$ cat src/rtl/alu_issue_queue.sv
// Issue queue for the 4-bit ALU: a FIFO of requests, the head drives the ALU, results land in a registered output stage.
// Latency: 1 edge from accept to alu_*, 2 edges to out_*; in_ready depends only on occupancy, out_* hold while stalled.
module alu_issue_queue #(
    parameter int DEPTH = 4,
    parameter int CW    = $clog2(DEPTH) + 1
) (
    input  logic          clk,
    input  logic          rst,
    input  logic          flush,
    input  logic          in_valid,
    output logic          in_ready,
    input  logic [3:0]    in_a,
    input  logic [3:0]    in_b,
    input  logic [2:0]    in_op,
    output logic [3:0]    alu_a,
    output logic [3:0]    alu_b,
    output logic [2:0]    alu_op,
    input  logic [7:0]    alu_result,
    input  logic          alu_zero,
    input  logic          alu_carry,
    output logic          out_valid,
    input  logic          out_ready,
    output logic [7:0]    out_result,
    output logic          out_zero,
    output logic          out_carry,
    output logic [3:0]    out_a,
    output logic [3:0]    out_b,
    output logic [2:0]    out_op,
    output logic [CW-1:0] count
);
    localparam int AW = $clog2(DEPTH);
    localparam logic [CW-1:0] FULL = CW'(DEPTH);

    logic [3:0]    r_mem_a  [DEPTH];
    logic [3:0]    r_mem_b  [DEPTH];
    logic [2:0]    r_mem_op [DEPTH];
    logic [AW-1:0] r_wptr;
    logic [AW-1:0] r_rptr;
    logic [CW-1:0] r_count;

    logic          r_out_valid;
    logic [7:0]    r_out_result;
    logic          r_out_zero;
    logic          r_out_carry;
    logic [3:0]    r_out_a;
    logic [3:0]    r_out_b;
    logic [2:0]    r_out_op;

    logic          w_not_empty;
    logic          w_push;
    logic          w_pop;

    assign w_not_empty = (r_count != '0);
    assign in_ready    = !rst && (r_count < FULL);
    assign w_push      = in_valid && in_ready && !flush;
    assign w_pop       = w_not_empty && (!r_out_valid || out_ready) && !flush;

    // Head entry is masked to zero when empty so the ALU sees a quiet input.
    assign alu_a  = w_not_empty ? r_mem_a[r_rptr]  : 4'd0;
    assign alu_b  = w_not_empty ? r_mem_b[r_rptr]  : 4'd0;
    assign alu_op = w_not_empty ? r_mem_op[r_rptr] : 3'd0;

    always_ff @(posedge clk) begin
        if (w_push) begin
            r_mem_a[r_wptr]  <= in_a;
            r_mem_b[r_wptr]  <= in_b;
            r_mem_op[r_wptr] <= in_op;
        end
    end

    always_ff @(posedge clk) begin
        if (rst || flush) begin
            r_wptr  <= '0;
            r_rptr  <= '0;
            r_count <= '0;
        end else begin
            if (w_push) r_wptr <= r_wptr + AW'(1);
            if (w_pop)  r_rptr <= r_rptr + AW'(1);
            if (w_push && !w_pop)      r_count <= r_count + CW'(1);
            else if (w_pop && !w_push) r_count <= r_count - CW'(1);
        end
    end

    // Flush only drops the valid bit; data fields are cleared by reset alone.
    always_ff @(posedge clk) begin
        if (rst) begin
            r_out_valid  <= 1'b0;
            r_out_result <= 8'd0;
            r_out_zero   <= 1'b0;
            r_out_carry  <= 1'b0;
            r_out_a      <= 4'd0;
            r_out_b      <= 4'd0;
            r_out_op     <= 3'd0;
        end else if (flush) begin
            r_out_valid  <= 1'b0;
        end else if (w_pop) begin
            r_out_valid  <= 1'b1;
            r_out_result <= alu_result;
            r_out_zero   <= alu_zero;
            r_out_carry  <= alu_carry;
            r_out_a      <= alu_a;
            r_out_b      <= alu_b;
            r_out_op     <= alu_op;
        end else if (out_ready) begin
            r_out_valid  <= 1'b0;
        end
    end

    assign out_valid  = r_out_valid;
    assign out_result = r_out_result;
    assign out_zero   = r_out_zero;
    assign out_carry  = r_out_carry;
    assign out_a      = r_out_a;
    assign out_b      = r_out_b;
    assign out_op     = r_out_op;
    assign count      = r_count;
endmodule

$ cat config.mk
export PLATFORM = sky130hd
export DESIGN_NAME = alu_issue_queue
export DESIGN_NICKNAME = d
export VERILOG_FILES = /design/src/rtl/alu_issue_queue.sv
export SDC_FILE = /design/constraint.sdc
export NUM_CORES = 1
export LEC_CHECK = 0
export CAP_MARGIN = 20
export CORE_ASPECT_RATIO = 1.5
export CORE_UTILIZATION = 46
export CTS_CLUSTER_DIAMETER = 150
export CTS_CLUSTER_SIZE = 40
export DETAILED_ROUTE_END_ITERATION = 16
export PLACE_DENSITY = 0.8
export SLEW_MARGIN = 20
export SYNTH_ARGS = -nofsm -noshare
export SYNTH_HDL_FRONTEND = slang
export SYNTH_SLANG_ARGS = --single-unit
$ cat constraint.sdc
create_clock -name clk -period 2.4 [get_ports clk]
set_input_delay 0.48 -clock clk [delete_from_list [all_inputs] [get_ports clk]]
set_output_delay 0.48 -clock clk [all_outputs]
set_load 0.05 [all_outputs]
==> results.tsv, run 1 <==
metric	value	unit
CTS tree	built	
Tcrit/Tclk final	95.69	%
H-tree lvl count	3	
initial antenna violation count	0	
worst-case clock buffer depth	2	
clock share of power	37.8	%
largest net degree at the start of global routing	34	
Tmin final	2.296	ns
pre-CTS setup slack	-0.1308	ns
Cell variety after synth	30	
mapped cell area	0.003112	mm^2
worst hold path class	flip-flop to flip-flop	
core footprint	0.006531	mm^2
CP Class	flip-flop to output port	
NetSw	0.7078	mW
Synth Register Bits	75	
Seq pwr share	48.1	%
Pins Over Slew Limit	0	
CTS sink cnt	75	
f_max	0.4355	GHz
die area	0.007104	mm^2
Design Power	2.921	mW
ratio of cells with drive above 1 in the final layout	22.07	%
Final ANT Viol Nets	0	
async set or reset register ratio after synthesis	0	%
CP Buf/Inv Count	1	
first-pass GRT wire length	10330	um
# diodes	0	
final setup margin	0.1036	ns
crit-path max cell delay	0.67	ns
WP data required	1.92	ns
detailed-placement wirelength estimate	4154	um
clock skew	0.007058	ns
sequential fraction of the synthesis area	62.40	%
switch share	24.23	%
Port Buf Inserts	62	
critical path fanouts, max	11	
yosys warns	0	
Post-Syn Instances	228	
1st-iter DRT viols	220	
vias in the first global route	2117	
Pre-Repair DR Iteration Count	4	
static leakage	1.401	nW
initial core utilization	47.64	%
Placement Rows	36	
VDD IR max	0.0004101	V
slowest CP cell	dfxtp_1	
GR Util All Layers	19.46	%
Avg Vias per Cell	5.611	
Pwr per Cell Area	720.0	mW/mm^2
CTS clock-pin slew for the worst setup and hold paths	0.07	ns
status	finished, final reports clean	
Setup crit start kind	flip-flop	
drt drc	0	
Syn Area/Cell	13.65	um^2
Skew-Pair Late Insertion Delay	0.34	ns
vias	2104	
root buffer cell	clkbuf_8	
Crit path max-delay family	flip-flops	
DRT Wirelength	6292	um
ys flop type	edfxtp_1	
IO Count	63	
relative slew slack	63.20	%
Util after Layout	62.13	%
die height	102.7	um
Worst Setup End Kind	output port	
Placer Congestion	0.7755	
placed instance area	0.003817	mm^2
Hold Fails Final Rpt	0	
CTS Buf Count	9	
worst-margin pin slew	0.5513	ns
Final nets	326	
Setup TNS Final	0	ns
Hold Buf Count CTS	0	
Comb pwr share	14.1	%
Final setup viols	0	
max-cap check violation count	0	
Post-synth EDFFs	44	
die width	69.16	um
crit path cell chain	mux4_2 -> and2_1 -> buf_4	
RSZ-0062 raised after global routing	no	
Pint	2.214	mW
GRT overflow	0	
WL/cell	16.78	um
Syn Nets	260	
crit path DAT	1.82	ns
area grow syn2layout	30.40	%
fin area	0.004058	mm^2
-- final timing paths --
path	from	to	slack (ns)	cells past startpoint
min	out_result[4]$_SDFFE_PP0P_	out_result[4]$_SDFFE_PP0P_	0.47	2
max	flip-flop	alu_a[1]	0.10	3
min reg2reg	out_result[4]$_SDFFE_PP0P_	out_result[4]$_SDFFE_PP0P_	0.47	2
max reg2reg	count[0]$_SDFFE_PP0P_	count[2]$_SDFFE_PP0P_	0.25	8
-- through the flow --
| stage | cells | hold slack [ns] |
|---|---|---|
| after floorplan | 228 | 0.4496 |
| after global placement | 359 | 0.4526 |
| after detailed placement | 359 | 0.4609 |
| after CTS | 375 | 0.4708 |
| after global routing | 375 | 0.4872 |
| final | 375 | 0.4671 |
-- flip-flops by register name (all words and copies together) (netlist names), 2 cells and up, named ones only --
name and count:
out_b 4, r_wptr 2, r_mem_b 16, r_mem_a 16
out_op 3, count 3, out_result 8, out_a 4
r_rptr 2, r_mem_op 12
-- area by class of cell --
class	instances	area, um^2
inverter	4	15.01
multi-input combinational	126	1033
tap	76	95.09
fill	516	2474
clock buffer	12	165.2
timing repair buffer	78	726.9
sequential	75	1951
clock inverter	4	71.32
-- worst register-to-register path, delay by kind of cell (launching register included) --
family	cells	cell delay, ns
adder cells (fa/ha/maj)	2	0.55
AO/OA/AOI/OAI	1	0.13
XOR/XNOR	1	0.17
flip-flops	1	0.37
buffers and inverters	1	0.04
AND/OR/NAND/NOR	3	0.81
-- cell families (layout without fill, tap and decap cells) --
logic type	after synthesis	in the layout	share of synthesized area (%)
muxes	14	14	8.927
and+or+nand+nor	55	55	10.86
AOI/OAI and AO/OA	48	48	9.489
buffers and inverters	27	98	4.825
xor gates and xnor gates	3	3	0.8445
adders and majority gates	6	6	2.654
DFF	75	75	62.40
-- power groups by stage --
stage               clock, mW  combinational, mW  sequential [mW]
detailed placement          0              0.413             1.43
global route             1.19              0.438             1.41
floorplan                   0              0.219             1.50
global placement            0              0.407             1.43
CTS                      1.13              0.415             1.41
finish                   1.10              0.413             1.41
-- synthesized netlist by cell type (all sizes together) (2+ instances only) --
| cell | instances | share of area [%] |
|---|---|---|
| a21oi | 25 | 4.0 |
| and2 | 12 | 2.4 |
| and3 | 4 | 0.80 |
| buf | 13 | 3.1 |
| clkbuf | 10 | 1.2 |
| dfxtp | 31 | 20 |
| edfxtp | 44 | 42 |
| ha | 5 | 2.0 |
| inv | 4 | 0.48 |
| mux2i | 3 | 0.97 |
| mux4 | 11 | 8.0 |
| nand4 | 22 | 4.4 |
| nor2 | 6 | 0.72 |
| o31ai | 22 | 5.3 |
| or3 | 3 | 0.64 |
| xor2 | 2 | 0.56 |
-- layout by cell type (no fill, tap or decap), types with 2 or more instances in the layout --
| cell type | count |
|---|---|
| a21oi_1 | 25 |
| dfxtp_4 | 2 |
| o31ai_1 | 22 |
| mux2i_1 | 3 |
| clkbuf_8 | 12 |
| inv_1 | 3 |
| buf_4 | 26 |
| nand4_1 | 22 |
| and3_1 | 4 |
| mux4_2 | 11 |
| and2_1 | 12 |
| clkdlybuf4s50_1 | 50 |
| bufinv_16 | 2 |
| or3_1 | 2 |
| ha_1 | 4 |
| edfxtp_1 | 44 |
| dfxtp_1 | 28 |
| nor2_1 | 6 |
| xor2_1 | 2 |
-- per-layer routing --
metal / routed length (um) / global-route usage (%) / up-vias / share of wire, %
met3: 333 / 4.692 / 11 / 5.3
li1: - / - / 1010 / -
met4: 145 / 13.34 / 0 / 2.3
met5: 0 / 0 / - / 0
met2: 3337 / 33.68 / 78 / 53
met1: 2475 / 21.24 / 1005 / 39
-- what timing repair did --
| item | 4_1_cts | 5_1_grt |
|---|---|---|
| endpoints found under the setup margin | 0 | 9 |
| buffers inserted | 0 | 0 |
| hold endpoints to repair | 0 | 0 |
| gates resized for setup | 0 | 1 |
Note: power is estimated with default switching activity, not from simulation.
==> run 2: changes to the inputs <==
Settings changed: CTS_CLUSTER_DIAMETER 150 to 50.
==> results of run 2 <==
No change in the layout: final DEF, timing and power equal those of run 1.
==> run 3: changes to the inputs <==
Settings changed: SETUP_SLACK_MARGIN from default to 0.1.
==> run 3 against run 2 <==
Effect of this change:
- final area fell by 0.56%
- clock skew down 0.0015 ns
- critical path depth grew 1
- sequential cell count stayed put
- register-to-register slack is essentially flat
- wire length rose by 0.59%
- clock power fell by 23%
- die area stayed put
- maximum frequency rose by 2.5%
- combinational power is essentially flat
- first-iteration DRC count shrank 18%
- largest power group unchanged
- highest routed layer unchanged
==> results.tsv, run 3 (same netlist as run 1, synthesis figures left out) <==
metric	value	unit
crit-path max cell delay	0.52	ns
Tcrit/Tclk final	93.33	%
core footprint	0.006531	mm^2
die area	0.007104	mm^2
CP Class	flip-flop to output port	
post-route insts no fill	376	
worst hold path class	flip-flop to flip-flop	
max-cap check violation count	0	
die width	69.16	um
most frequent cells in the layout	clkdlybuf4s50_1 (50), edfxtp_1 (44), dfxtp_1 (26), buf_4 (26), a21oi_1 (25)	
Post-CTS Setup Repair Bufs	0	
slowest CP cell	mux4_2	
die height	102.7	um
Placement Rows	36	
f_max	0.4464	GHz
relative slew slack	66.11	%
Util after Layout	61.78	%
Largest regs	r_mem_a (16), r_mem_b (16), r_mem_op (12)	
H-tree lvl count	3	
ratio of cells with drive above 1 in the final layout	22.67	%
dpl cells	359	
Fillers	510	
Pwr per Cell Area	661.7	mW/mm^2
GRT overflow	0	
CTS tree	built	
Final nets	327	
WL/cell	16.83	um
CTS Buf Count	9	
Final setup viols	0	
WP data required	1.92	ns
GR Util All Layers	19.17	%
first-pass GRT wire length	10270	um
initial core utilization	47.64	%
Placer Congestion	0.7755	
CTS sink cnt	75	
Port Buf Inserts	62	
root buffer cell	clkbuf_8	
Avg Vias per Cell	5.537	
worst-case clock buffer depth	2	
Pins Over Slew Limit	0	
Design Power	2.670	mW
crit path cell chain	clkbuf_16 -> mux4_2 -> and2_1 -> buf_4	
worst-margin pin slew	0.5068	ns
Final ANT Viol Nets	0	
vias in the first global route	2118	
clock skew	0.005604	ns
commonest non-fill, non-tap cell in the layout	clkdlybuf4s50_1	
drt drc	0	
detailed-placement wirelength estimate	4147	um
Crit path max-delay family	multiplexers	
VDD IR max	0.0004055	V
CTS clock-pin slew for the worst setup and hold paths	0.07	ns
largest net degree at the start of global routing	34	
Worst Setup End Kind	output port	
Hold Fails Final Rpt	0	
crit path DAT	1.76	ns
Setup crit start kind	flip-flop	
area grow syn2layout	29.67	%
vias	2082	
IO Count	63	
Tmin final	2.240	ns
critical path fanouts, max	5	
CP Buf/Inv Count	2	
1st-iter DRT viols	180	
status	finished, final reports clean	
DRT Wirelength	6329	um
Skew-Pair Late Insertion Delay	0.34	ns
# diodes	0	
static leakage	1.389	nW
initial antenna violation count	0	
RSZ-0062 raised after global routing	no	
Pre-Repair DR Iteration Count	4	
==> run 3: cell types whose count changed in the layout (fill, tap and decap cells not counted), moves of 2 or more <==
cell / change
bufinv_16: -2
clkbuf_1: +3
clkinv_2: +2
dfxtp_1: -2
==> run 3: tightest hold or removal path, stage by stage, from the launching register on <==
cell	delay, ns
dfxtp_1	0.31
o31ai_1	0.06
a21oi_1	0.06
==> run 3: per-stage QoR <==
| step | setup TNS (ns) | cell area, um^2 | hold slack (ns) | setup slack, ns |
|---|---|---|---|---|
| 2_1_floorplan | 0 | 3149 | 0.4496 | 0.01992 |
| 3_3_place_gp | -0.09382 | 3817 | 0.4526 | -0.09382 |
| 3_5_place_dp | -0.1273 | 3817 | 0.4609 | -0.1273 |
| 4_1_cts | 0 | 3995 | 0.4703 | 0.1109 |
| 5_1_grt | 0 | 4035 | 0.4869 | 0.1006 |
| 6_report | 0 | 4035 | 0.4689 | 0.1600 |
==> run 3: final timing paths <==
check                                   from                    endpoint  slack (ns)  cells past startpoint
hold / removal    out_result[5]$_SDFFE_PP0P_  out_result[5]$_SDFFE_PP0P_        0.47                      2
setup / recovery                   flip-flop                   alu_op[2]        0.16                      4
hold reg to reg   out_result[5]$_SDFFE_PP0P_  out_result[5]$_SDFFE_PP0P_        0.47                      2
setup reg to reg       count[0]$_SDFFE_PP0P_       count[2]$_SDFFE_PP0P_        0.25                      8
==> run 3: area by class of cell <==
type	count	area, um^2	share of cell area [%]
clock buffers	14	162.7	4.031
inverters	4	15.01	0.3721
well taps	76	95.09	2.357
clock inverters	2	10.01	0.2481
repair buffers	79	760.7	18.85
flip-flops and latches	75	1956	48.47
multi-input cells	126	1036	25.67
==> run 3: power by group <==
group          leakage, nW  internal (mW)  switching, mW  total, mW
Combinational        0.647          0.161          0.255      0.416
Sequential           0.652           1.39         0.0175       1.41
Clock               0.0905          0.430          0.418      0.848
==> run 3: metal layers <==
layer  global-route usage [%]  vias up  part of all wire, %
met5                        0        -                    0
met1                    21.33      994                   41
li1                         -     1013                    -
met3                    4.692       11                  4.7
met2                    33.08       64                   52
met4                    12.24        0                  2.2
==> run 3: repair_timing <==
item                                    4_1_cts  5_1_grt
gates cloned                                  0        1
hold buffers                                  0        0
endpoints found under the setup margin       11       12
resized for setup                             2        5
